### config.mk
export PLATFORM = sky130hd
export DESIGN_NAME = alarm_ctrl
export DESIGN_NICKNAME = d
export VERILOG_FILES = /design/src/rtl/alarm_pkg.sv /design/src/rtl/bcd2_counter.sv /design/src/rtl/alarm_ctrl.sv
export SDC_FILE = /design/constraint.sdc
export NUM_CORES = 1
export LEC_CHECK = 0
export ABC_AREA = 1
export BUFFER_PORTS_ARGS = -buffer_cell sky130_fd_sc_hd__buf_2
export CAP_MARGIN = 10
export CORE_ASPECT_RATIO = 1.2
export CORE_MARGIN = 2
export CORE_UTILIZATION = 38
export DETAILED_ROUTE_END_ITERATION = 6
export PLACE_DENSITY = 0.71
export SKIP_LAST_GASP = 1
export SLEW_MARGIN = 20
export SYNTH_ARGS = -nofsm -noshare
export SYNTH_HDL_FRONTEND = slang
export SYNTH_HIERARCHICAL = 1
export SYNTH_SLANG_ARGS = --single-unit
### constraint.sdc
create_clock -name clk50 -period 2 [get_ports clk50]
set_clock_uncertainty 0.15 [all_clocks]
set_input_delay 0.2 -clock clk50 [delete_from_list [all_inputs] [get_ports clk50]]
set_output_delay 0.2 -clock clk50 [all_outputs]
set_load 0.02 [all_outputs]
### src/rtl/alarm_pkg.sv
// alarm_pkg
// Shared definitions for the alarm controller slice: the FSM state
// encoding shown on the front-panel LEDs, the BCD digit width, and a
// helper that sizes the seconds counters.
package alarm_pkg;

  // Width of one BCD digit on every time/alarm port.
  localparam int BCD_W = 4;

  // LED-visible state codes; code 3 is unused and treated as illegal.
  typedef enum logic [1:0] {
    ST_IDLE    = 2'd0,
    ST_RINGING = 2'd1,
    ST_SNOOZED = 2'd2
  } alarm_state_t;

  // Bits needed to count 0..n-1, never less than one bit.
  function automatic int cnt_width(input int n);
    return (n > 1) ? $clog2(n) : 1;
  endfunction

endpackage

### src/rtl/bcd2_counter.sv
// bcd2_counter
// Two-digit BCD up-counter that wraps from MAX back to 00. It is used
// for the alarm hour (MAX=23) and the alarm minute (MAX=59).
// Ports:
//   clk50  in  system clock
//   reset  in  synchronous active-high reset, clears to 00
//   inc    in  one-cycle increment request
//   tens   out tens digit (BCD)
//   ones   out ones digit (BCD)
module bcd2_counter
  import alarm_pkg::*;
#(
  parameter int MAX = 59
) (
  input  logic             clk50,
  input  logic             reset,
  input  logic             inc,
  output logic [BCD_W-1:0] tens,
  output logic [BCD_W-1:0] ones
);

  localparam logic [BCD_W-1:0] MAX_T = BCD_W'(MAX / 10);
  localparam logic [BCD_W-1:0] MAX_O = BCD_W'(MAX % 10);

  // The counter only ever steps by one from 00, so checking the wrap
  // point first and then the ones-digit rollover keeps both digits in
  // valid BCD at all times (e.g. 19 -> 20 for hours, 59 -> 00 minutes).
  always_ff @(posedge clk50) begin
    if (reset) begin
      tens <= '0;
      ones <= '0;
    end else if (inc) begin
      if (tens == MAX_T && ones == MAX_O) begin
        tens <= '0;
        ones <= '0;
      end else if (ones == BCD_W'(9)) begin
        ones <= '0;
        tens <= tens + 1'b1;
      end else begin
        ones <= ones + 1'b1;
      end
    end
  end

endmodule

### src/rtl/alarm_ctrl.sv
// alarm_ctrl
// Alarm clock controller: stores an editable alarm time, detects the
// rising edge of "current time equals alarm time at :00 seconds", and
// runs a ring / snooze FSM timed by the 1 Hz tick.
// Ports:
//   clk50                         in  50 MHz system clock
//   reset                         in  synchronous active-high reset
//   tick_1hz                      in  one-cycle pulse per second
//   hr_t,hr_o,min_t,min_o,sec_t,sec_o  in  current time, BCD
//   alarm_en                      in  level, 0 disables and forces IDLE
//   set_mode                      in  level, 1 allows alarm editing
//   inc_h, inc_m                  in  key pulses, bump alarm hour/minute
//   stop, snooze                  in  key pulses
//   alm_h_t,alm_h_o,alm_m_t,alm_m_o   out stored alarm time, BCD
//   ring                          out high while ringing
//   state                         out encoded FSM state for the LEDs
module alarm_ctrl
  import alarm_pkg::*;
#(
  parameter int RING_SEC   = 60,
  parameter int SNOOZE_SEC = 300
) (
  input  logic             clk50,
  input  logic             reset,
  input  logic             tick_1hz,
  input  logic [BCD_W-1:0] hr_t,
  input  logic [BCD_W-1:0] hr_o,
  input  logic [BCD_W-1:0] min_t,
  input  logic [BCD_W-1:0] min_o,
  input  logic [BCD_W-1:0] sec_t,
  input  logic [BCD_W-1:0] sec_o,
  input  logic             alarm_en,
  input  logic             set_mode,
  input  logic             inc_h,
  input  logic             inc_m,
  input  logic             stop,
  input  logic             snooze,
  output logic [BCD_W-1:0] alm_h_t,
  output logic [BCD_W-1:0] alm_h_o,
  output logic [BCD_W-1:0] alm_m_t,
  output logic [BCD_W-1:0] alm_m_o,
  output logic             ring,
  output logic [1:0]       state
);

  localparam int RW = cnt_width(RING_SEC);
  localparam int SW = cnt_width(SNOOZE_SEC);
  localparam logic [RW-1:0] RING_LAST = RW'(RING_SEC - 1);
  localparam logic [SW-1:0] SNZ_LAST  = SW'(SNOOZE_SEC - 1);

  alarm_state_t  state_q, state_d;
  logic [RW-1:0] ring_cnt;
  logic [SW-1:0] snz_cnt;
  logic          match, match_q, trigger;

  // Alarm time storage; editing keys are only honoured in set mode.
  bcd2_counter #(.MAX(23)) u_hour (
    .clk50 (clk50),
    .reset (reset),
    .inc   (inc_h & set_mode),
    .tens  (alm_h_t),
    .ones  (alm_h_o)
  );

  bcd2_counter #(.MAX(59)) u_min (
    .clk50 (clk50),
    .reset (reset),
    .inc   (inc_m & set_mode),
    .tens  (alm_m_t),
    .ones  (alm_m_o)
  );

  // Time equals alarm at the start of the minute. Editing or a disabled
  // alarm suppresses the match so adjusting the alarm never fires it.
  always_comb begin
    match = alarm_en && !set_mode &&
            hr_t == alm_h_t && hr_o == alm_h_o &&
            min_t == alm_m_t && min_o == alm_m_o &&
            sec_t == '0 && sec_o == '0;
    trigger = match && !match_q;
  end

  // Next-state logic. Stop is checked before snooze so it wins when both
  // keys land together; triggers outside IDLE fall through unused. The
  // enable/set-mode override is applied last so it beats everything.
  always_comb begin
    state_d = state_q;
    case (state_q)
      ST_IDLE: begin
        if (trigger) state_d = ST_RINGING;
      end
      ST_RINGING: begin
        if (stop)                                state_d = ST_IDLE;
        else if (snooze)                         state_d = ST_SNOOZED;
        else if (tick_1hz && ring_cnt == RING_LAST) state_d = ST_IDLE;
      end
      ST_SNOOZED: begin
        if (stop)                                state_d = ST_IDLE;
        else if (tick_1hz && snz_cnt == SNZ_LAST) state_d = ST_RINGING;
      end
      default: state_d = ST_IDLE;
    endcase
    if (!alarm_en || set_mode) state_d = ST_IDLE;
  end

  // State register, match history and the seconds counters. A counter
  // only advances while its state persists across the edge, so any entry
  // into or exit from RINGING/SNOOZED starts the next period from zero.
  // match_q resets high so a 00:00:00 time right after reset can't fire.
  always_ff @(posedge clk50) begin
    if (reset) begin
      state_q  <= ST_IDLE;
      match_q  <= 1'b1;
      ring_cnt <= '0;
      snz_cnt  <= '0;
    end else begin
      state_q <= state_d;
      match_q <= match;
      if (state_q == ST_RINGING && state_d == ST_RINGING) begin
        if (tick_1hz) ring_cnt <= ring_cnt + 1'b1;
      end else begin
        ring_cnt <= '0;
      end
      if (state_q == ST_SNOOZED && state_d == ST_SNOOZED) begin
        if (tick_1hz) snz_cnt <= snz_cnt + 1'b1;
      end else begin
        snz_cnt <= '0;
      end
    end
  end

  assign ring  = (state_q == ST_RINGING);
  assign state = state_q;

endmodule

Yosys cells after proc, flatten, opt, wreduce, memory -nomap -nowiden. Cells that the tools add are included.

$add $sub $neg: 6. Equal/unequal tests: 15. Multiplexer cells: 16. Bitwise operators: 4. Reduce and logical (&&, ||, !) cells: 27.

Operator list (number): 4-bit two-way mux (8); 4-bit by 1-bit adder with 4-bit output, second input constant (4); 4-bit == test (4); 1-bit logical AND (14); 2-bit two-way mux (7); 9-bit by 1-bit adder with 9-bit output, second input constant (1); 9-bit == test, second input constant (1); 4-bit by 2-bit == test with 1-bit output, second input constant (2); 4-bit == test, second input constant (2); 4-bit logical NOT (2); 6-bit by 1-bit adder with 6-bit output, second input constant (1); 6-bit == test, second input constant (1); 2-bit one-hot mux with 3 select lines (1); 2-bit by 1-bit == test with 1-bit output, second input constant (2); 2-bit == test, second input constant (2); 4-bit by 3-bit == test with 1-bit output, second input constant (1); 2-bit AND reduction (2); 2-bit nonzero test (2); 2-bit OR reduction (2); 1-bit logical NOT (3); 1-bit AND (2); 2-bit logical NOT (1); 1-bit NOT (2); 1-bit logical OR (1).

Flip-flop bits (word level): 34. Input bits: 33. Output and inout port bits: 19. Word-level logic and storage cells: 76.

Logic depth before layout (Yosys ltp).
Depth after elaboration: 16. Gate-level depth with buffers: 10. Mapped depth without buffers: 10.

By module. Netlist, hierarchy kept.

By module, submodules not included: alarm_ctrl (instances 1, cells each 204, area each 1283.7 um^2, sequential area each 360.3 um^2); bcd2_counter at u_hour (instances 1, cells each 66, area each 485.5 um^2, sequential area each 160.2 um^2); bcd2_counter at u_min (instances 1, cells each 60, area each 437.9 um^2, sequential area each 160.2 um^2).

Least setup slack after synthesis. No wires, ideal clock.

Path type: register to register. Start point: register u_hour.tens[0]. End point: register u_hour.ones[0]. Setup time: 0.073 ns. Arrival time: 1.301 ns. Required time: 1.777 ns. Slack: 0.476 ns. Stages on the path, launching flop included: 10. Path through: dfxtp_1 > inv_1 > ha_1 > nand2_1 > inv_1 > nand3_4 > nand2_4 > nand2_4 > nand2_1 > nor3_2.

Longest elaborated chain between the ends: 3.

RTL lines: start: declaration (RTL line bcd2_counter.sv:18) `output logic [BCD_W-1:0] tens,`; start signal: assignment (RTL line bcd2_counter.sv:38) `tens <= tens + 1'b1;`; 4-bit by 2-bit == test with 1-bit output (RTL line bcd2_counter.sv:33) `if (tens == MAX_T && ones == MAX_O) begin`; 1-bit logical AND (RTL line bcd2_counter.sv:33); 4-bit two-way mux (RTL line bcd2_counter.sv:33); end signal: assignment (RTL line bcd2_counter.sv:40) `ones <= ones + 1'b1;`; end: declaration (RTL line bcd2_counter.sv:19) `output logic [BCD_W-1:0] ones`.

No other way between the ends. A chain may end at the register's enable or synchronous reset.

Worst setup path after layout.
Start point: register snz_cnt[0]. End point: register snz_cnt[2].

Longest elaborated chain between the ends: 10. Elaborated cells on any way between the ends: 11.

RTL lines: start: declaration (RTL line alarm_ctrl.sv:53) `logic [SW-1:0] snz_cnt;`; start signal: assignment (RTL line alarm_ctrl.sv:125) `if (tick_1hz) snz_cnt <= snz_cnt + 1'b1;`; 9-bit == test (RTL line alarm_ctrl.sv:99) `else if (tick_1hz && snz_cnt == SNZ_LAST) state_d = ST_RINGING;`; 1-bit logical AND (RTL line alarm_ctrl.sv:99); 2-bit two-way mux (RTL line alarm_ctrl.sv:99); 2-bit two-way mux (RTL line alarm_ctrl.sv:98) `if (stop) state_d = ST_IDLE;`; 2-bit one-hot mux with 3 select lines (RTL line alarm_ctrl.sv:88) `case (state_q)`; 2-bit two-way mux (RTL line alarm_ctrl.sv:103) `if (!alarm_en || set_mode) state_d = ST_IDLE;`; 2-bit == test (RTL line alarm_ctrl.sv:124) `if (state_q == ST_SNOOZED && state_d == ST_SNOOZED) begin`; 1-bit logical AND (RTL line alarm_ctrl.sv:124); 1-bit NOT (no line); 2-bit OR reduction (no line).

Several ways; a longest one is shown, not always the timed one.

==> summary.txt <==
OUTCOME
----------------------------------------------------------------------------------------
Status .................................................................... complete, no violations

CLOCK TREE
----------------------------------------------------------------------------------------
Num Clock Sinks ...........................................................           34
Cell chosen for the clock root ............................................ sky130_fd_sc_hd__clkbuf_8
Clock-pin slew on the worst setup and hold paths ..........................        70 ps
Post-CTS setup buffers ....................................................            0
Max Buffers Root-to-Sink ..................................................            2
Clock latency on the worst-skew pair ......................................       280 ps
CTS-repair resized insts ..................................................            0
Number of levels in the clock H-tree ......................................            2
TritonCTS Buffers .........................................................            5
TritonCTS clock tree ......................................................         done
# hold bufs at CTS ........................................................            0

FINAL LAYOUT
----------------------------------------------------------------------------------------
Number of diodes ..........................................................            0
Share of final-layout standard cells stronger than drive strength 1 .......        22.9%
Final Non-Filler Cells ....................................................          449
Post-synthesis to final-layout area growth ................................        19.2%
Filler Cell Count .........................................................          574
Most frequent cells in the layout ......................................... sky130_fd_sc_hd__nand2_1 (80), sky130_fd_sc_hd__inv_1 (58), sky130_fd_sc_hd__buf_2 (51), sky130_fd_sc_hd__nor2_1 (45), sky130_fd_sc_hd__dfxtp_1 (34)
Final cell utilization of the core ........................................        46.7%
Post-route cell area ...................................................... 0.00263 mm^2
Most frequent standard cell in the layout excluding fill and tap cells .... sky130_fd_sc_hd__nand2_1
Final #Nets ...............................................................          428

STA
----------------------------------------------------------------------------------------
Final worst slack .........................................................       441 ps
Setup repair after global routing missed its margin .......................           no
Pin slew with the least headroom to its limit .............................       396 ps
Max-slew violation count ..................................................            0
Final sum of negative setup slack .........................................         0 ps
Final Critical Period .....................................................      1560 ps
Worst hold-check slack ....................................................       116 ps
Ratio of final minimum period to clock period .............................        77.9%
Final-report hold violation count .........................................            0
Number of failing setup endpoints in the final timing report ..............            0
Maximum clock frequency ...................................................      642 MHz
Worst-case headroom to the max-slew limit .................................        73.6%

DRT
----------------------------------------------------------------------------------------
Routed WL per cell ........................................................      10.2 um
Via count .................................................................         2078
DRC violations left .......................................................            0
Post-route ant nets .......................................................            0
Ratio of routed vias to standard cells ....................................         4.63
Number of search-and-repair iterations in the first detailed-routing pass .            4
Wire length after detailed routing ........................................      4590 um
First DRT Iteration DRCs ..................................................           90

GLOBAL ROUTING
----------------------------------------------------------------------------------------
Antenna violations before repair ..........................................            0
All-Layer GR Usage ........................................................        15.4%
Maximum number of pins on one net before global-route repair ..............           14
Wire length of the first global-routing pass ..............................      7820 um
Number of global-route vias before repair .................................         1868
Global route overflow .....................................................            0

PLACEMENT
----------------------------------------------------------------------------------------
Cells after DPL ...........................................................          442
Final weighted congestion of routability-driven global placement ..........        0.824
Post-DP HPWL ..............................................................      3670 um
Pre-CTS setup slack .......................................................       433 ps
IO Port Bufs ..............................................................           51
Placed inst area .......................................................... 0.00252 mm^2

POWER
----------------------------------------------------------------------------------------
VDD IR-drop max ...........................................................   0.000228 V
Power Total ...............................................................      1.46 mW
Leakage power .............................................................      1.34 nW
Power per unit of standard cell area ......................................  555 mW/mm^2

JOB
----------------------------------------------------------------------------------------
Number of max-cap violations ..............................................            0

SETUP PATH
----------------------------------------------------------------------------------------
Flop2flop setup slack .....................................................       440 ps
WP data required ..........................................................      2020 ps
Worst Setup Path Type ..................................................... register to register
Biggest fanout along the worst timing path ................................            9
Worst endpoint data arrival time ..........................................      1580 ps
Kind of end point of the critical path ....................................     register
Element type at the critical path start ...................................     register

WORST HOLD PATH
----------------------------------------------------------------------------------------
Min-Delay Path Class ...................................................... primary input to register

SYNTHESIS
----------------------------------------------------------------------------------------
Yosys warning total .......................................................            6
Number of different library cells in the post-synthesis netlist ...........           29
Mapped Nets ...............................................................          373
Mapped Cells ..............................................................          330
Cell area after technology mapping ........................................ 0.00221 mm^2
Avg Inst Size Synth .......................................................    6.69 um^2
Seq/Total Area, Yosys .....................................................        30.8%
Flop and latch count out of synthesis .....................................           34

FLOORPLANNING
----------------------------------------------------------------------------------------
Starting utilization of the core area .....................................        39.2%
Die Height ................................................................      87.5 um
X dimension of the die ....................................................      73.6 um
Io pins ...................................................................           52
Floorplan die area ........................................................ 0.00644 mm^2
Cell Rows .................................................................           30
Area of the core .......................................................... 0.00563 mm^2

-- synthesized netlist by cell type --
| cell | number | area (um^2) |
|---|---|---|
| sky130_fd_sc_hd__a21oi_1 | 9 | 45.0 |
| sky130_fd_sc_hd__a31o_2 | 1 | 8.76 |
| sky130_fd_sc_hd__and2_0 | 1 | 6.26 |
| sky130_fd_sc_hd__buf_2 | 1 | 5.00 |
| sky130_fd_sc_hd__buf_4 | 1 | 7.51 |
| sky130_fd_sc_hd__buf_6 | 1 | 11.3 |
| sky130_fd_sc_hd__dfxtp_1 | 34 | 681 |
| sky130_fd_sc_hd__ha_1 | 10 | 125 |
| sky130_fd_sc_hd__inv_1 | 58 | 218 |
| sky130_fd_sc_hd__inv_2 | 3 | 11.3 |
| sky130_fd_sc_hd__mux2i_1 | 2 | 20.0 |
| sky130_fd_sc_hd__nand2_1 | 80 | 300 |
| sky130_fd_sc_hd__nand2_2 | 2 | 12.5 |
| sky130_fd_sc_hd__nand2_4 | 4 | 45.0 |
| sky130_fd_sc_hd__nand3_1 | 12 | 60.1 |
| sky130_fd_sc_hd__nand3_2 | 1 | 10.0 |
| sky130_fd_sc_hd__nand3_4 | 1 | 17.5 |
| sky130_fd_sc_hd__nand3b_1 | 1 | 7.51 |
| sky130_fd_sc_hd__nand4_1 | 11 | 68.8 |
| sky130_fd_sc_hd__nand4_2 | 1 | 12.5 |
| sky130_fd_sc_hd__nor2_1 | 45 | 169 |
| sky130_fd_sc_hd__nor2_2 | 13 | 81.3 |
| sky130_fd_sc_hd__nor2_4 | 2 | 22.5 |
| sky130_fd_sc_hd__nor3_1 | 10 | 50.1 |
| sky130_fd_sc_hd__nor3_2 | 2 | 20.0 |
| sky130_fd_sc_hd__o21ai_0 | 2 | 10.0 |
| sky130_fd_sc_hd__o21ai_1 | 3 | 15.0 |
| sky130_fd_sc_hd__xnor2_1 | 7 | 61.3 |
| sky130_fd_sc_hd__xor2_1 | 12 | 105 |
-- sequential cells by signal, summed over array words and instances, names as in the netlist --
register / cells
state: 2
match_q: 1
u_hour/ones: 4
u_min/tens: 4
u_min/ones: 4
ring_cnt: 6
snz_cnt: 9
u_hour/tens: 4
-- final timing paths --
| kind | depth (start not counted) | start | endpoint |
|---|---|---|---|
| min reg2reg | 2 | ring_cnt[5]$_SDFFE_PP0P_ | ring_cnt[5]$_SDFFE_PP0P_ |
| max reg2reg | 10 | snz_cnt[0]$_SDFFE_PP0P_ | snz_cnt[2]$_SDFFE_PP0P_ |
| min | 2 | reset | state[0]$_SDFF_PP0_ |
| max | 10 | snz_cnt[0]$_SDFFE_PP0P_ | snz_cnt[2]$_SDFFE_PP0P_ |
-- per-layer routing --
| metal | wire length, um | vias up | GRT usage (%) | share of wire (%) |
|---|---|---|---|---|
| li1 | - | 1115 | - | - |
| met1 | 2150 | 904 | 19.2 | 47 |
| met2 | 2100 | 54 | 24.9 | 46 |
| met3 | 293 | 5 | 4.86 | 6.4 |
| met4 | 51 | 0 | 5.12 | 1.1 |
| met5 | 0 | - | 0 | 0 |
-- cells by family after synthesis --
logic type,after synthesis,share of synthesized area [%]
adder cells (fa/ha/maj),10,5.67
AO/OA/AOI/OAI,15,3.57
XOR/XNOR,19,7.54
flip-flops,34,30.8
AND/OR/NAND/NOR,186,40.0
multiplexers,2,0.907
buffers and inverters,64,11.5
-- critical path: stages (launching register included) --
cell,delay (ps)
sky130_fd_sc_hd__dfxtp_1,370
sky130_fd_sc_hd__ha_1,230
sky130_fd_sc_hd__nand2_4,70
sky130_fd_sc_hd__nor2_2,100
sky130_fd_sc_hd__nand3_1,80
sky130_fd_sc_hd__nand2_1,60
sky130_fd_sc_hd__nand2_1,40
sky130_fd_sc_hd__nand2_1,90
sky130_fd_sc_hd__nor2_4,50
sky130_fd_sc_hd__nand2_4,150
sky130_fd_sc_hd__nor2_2,50
-- power breakdown --
group | leakage [nW] | internal [mW] | switching (mW)
clock network | 0.0573 | 0.398 | 0.239
registers | 0.275 | 0.683 | 0.00938
logic | 1.01 | 0.0551 | 0.0761
-- final cells by class --
type | instances | area (um^2) | share of cell area [%]
clock buffers | 6 | 82.6 | 3.14
clock inverters | 1 | 30.0 | 1.14
inverters | 61 | 229 | 8.70
multi-input cells | 232 | 1270 | 48.4
flip-flops and latches | 34 | 681 | 25.9
well taps | 64 | 80.1 | 3.04
repair buffers | 51 | 255 | 9.70
Note: power is estimated with default switching activity, not from simulation.
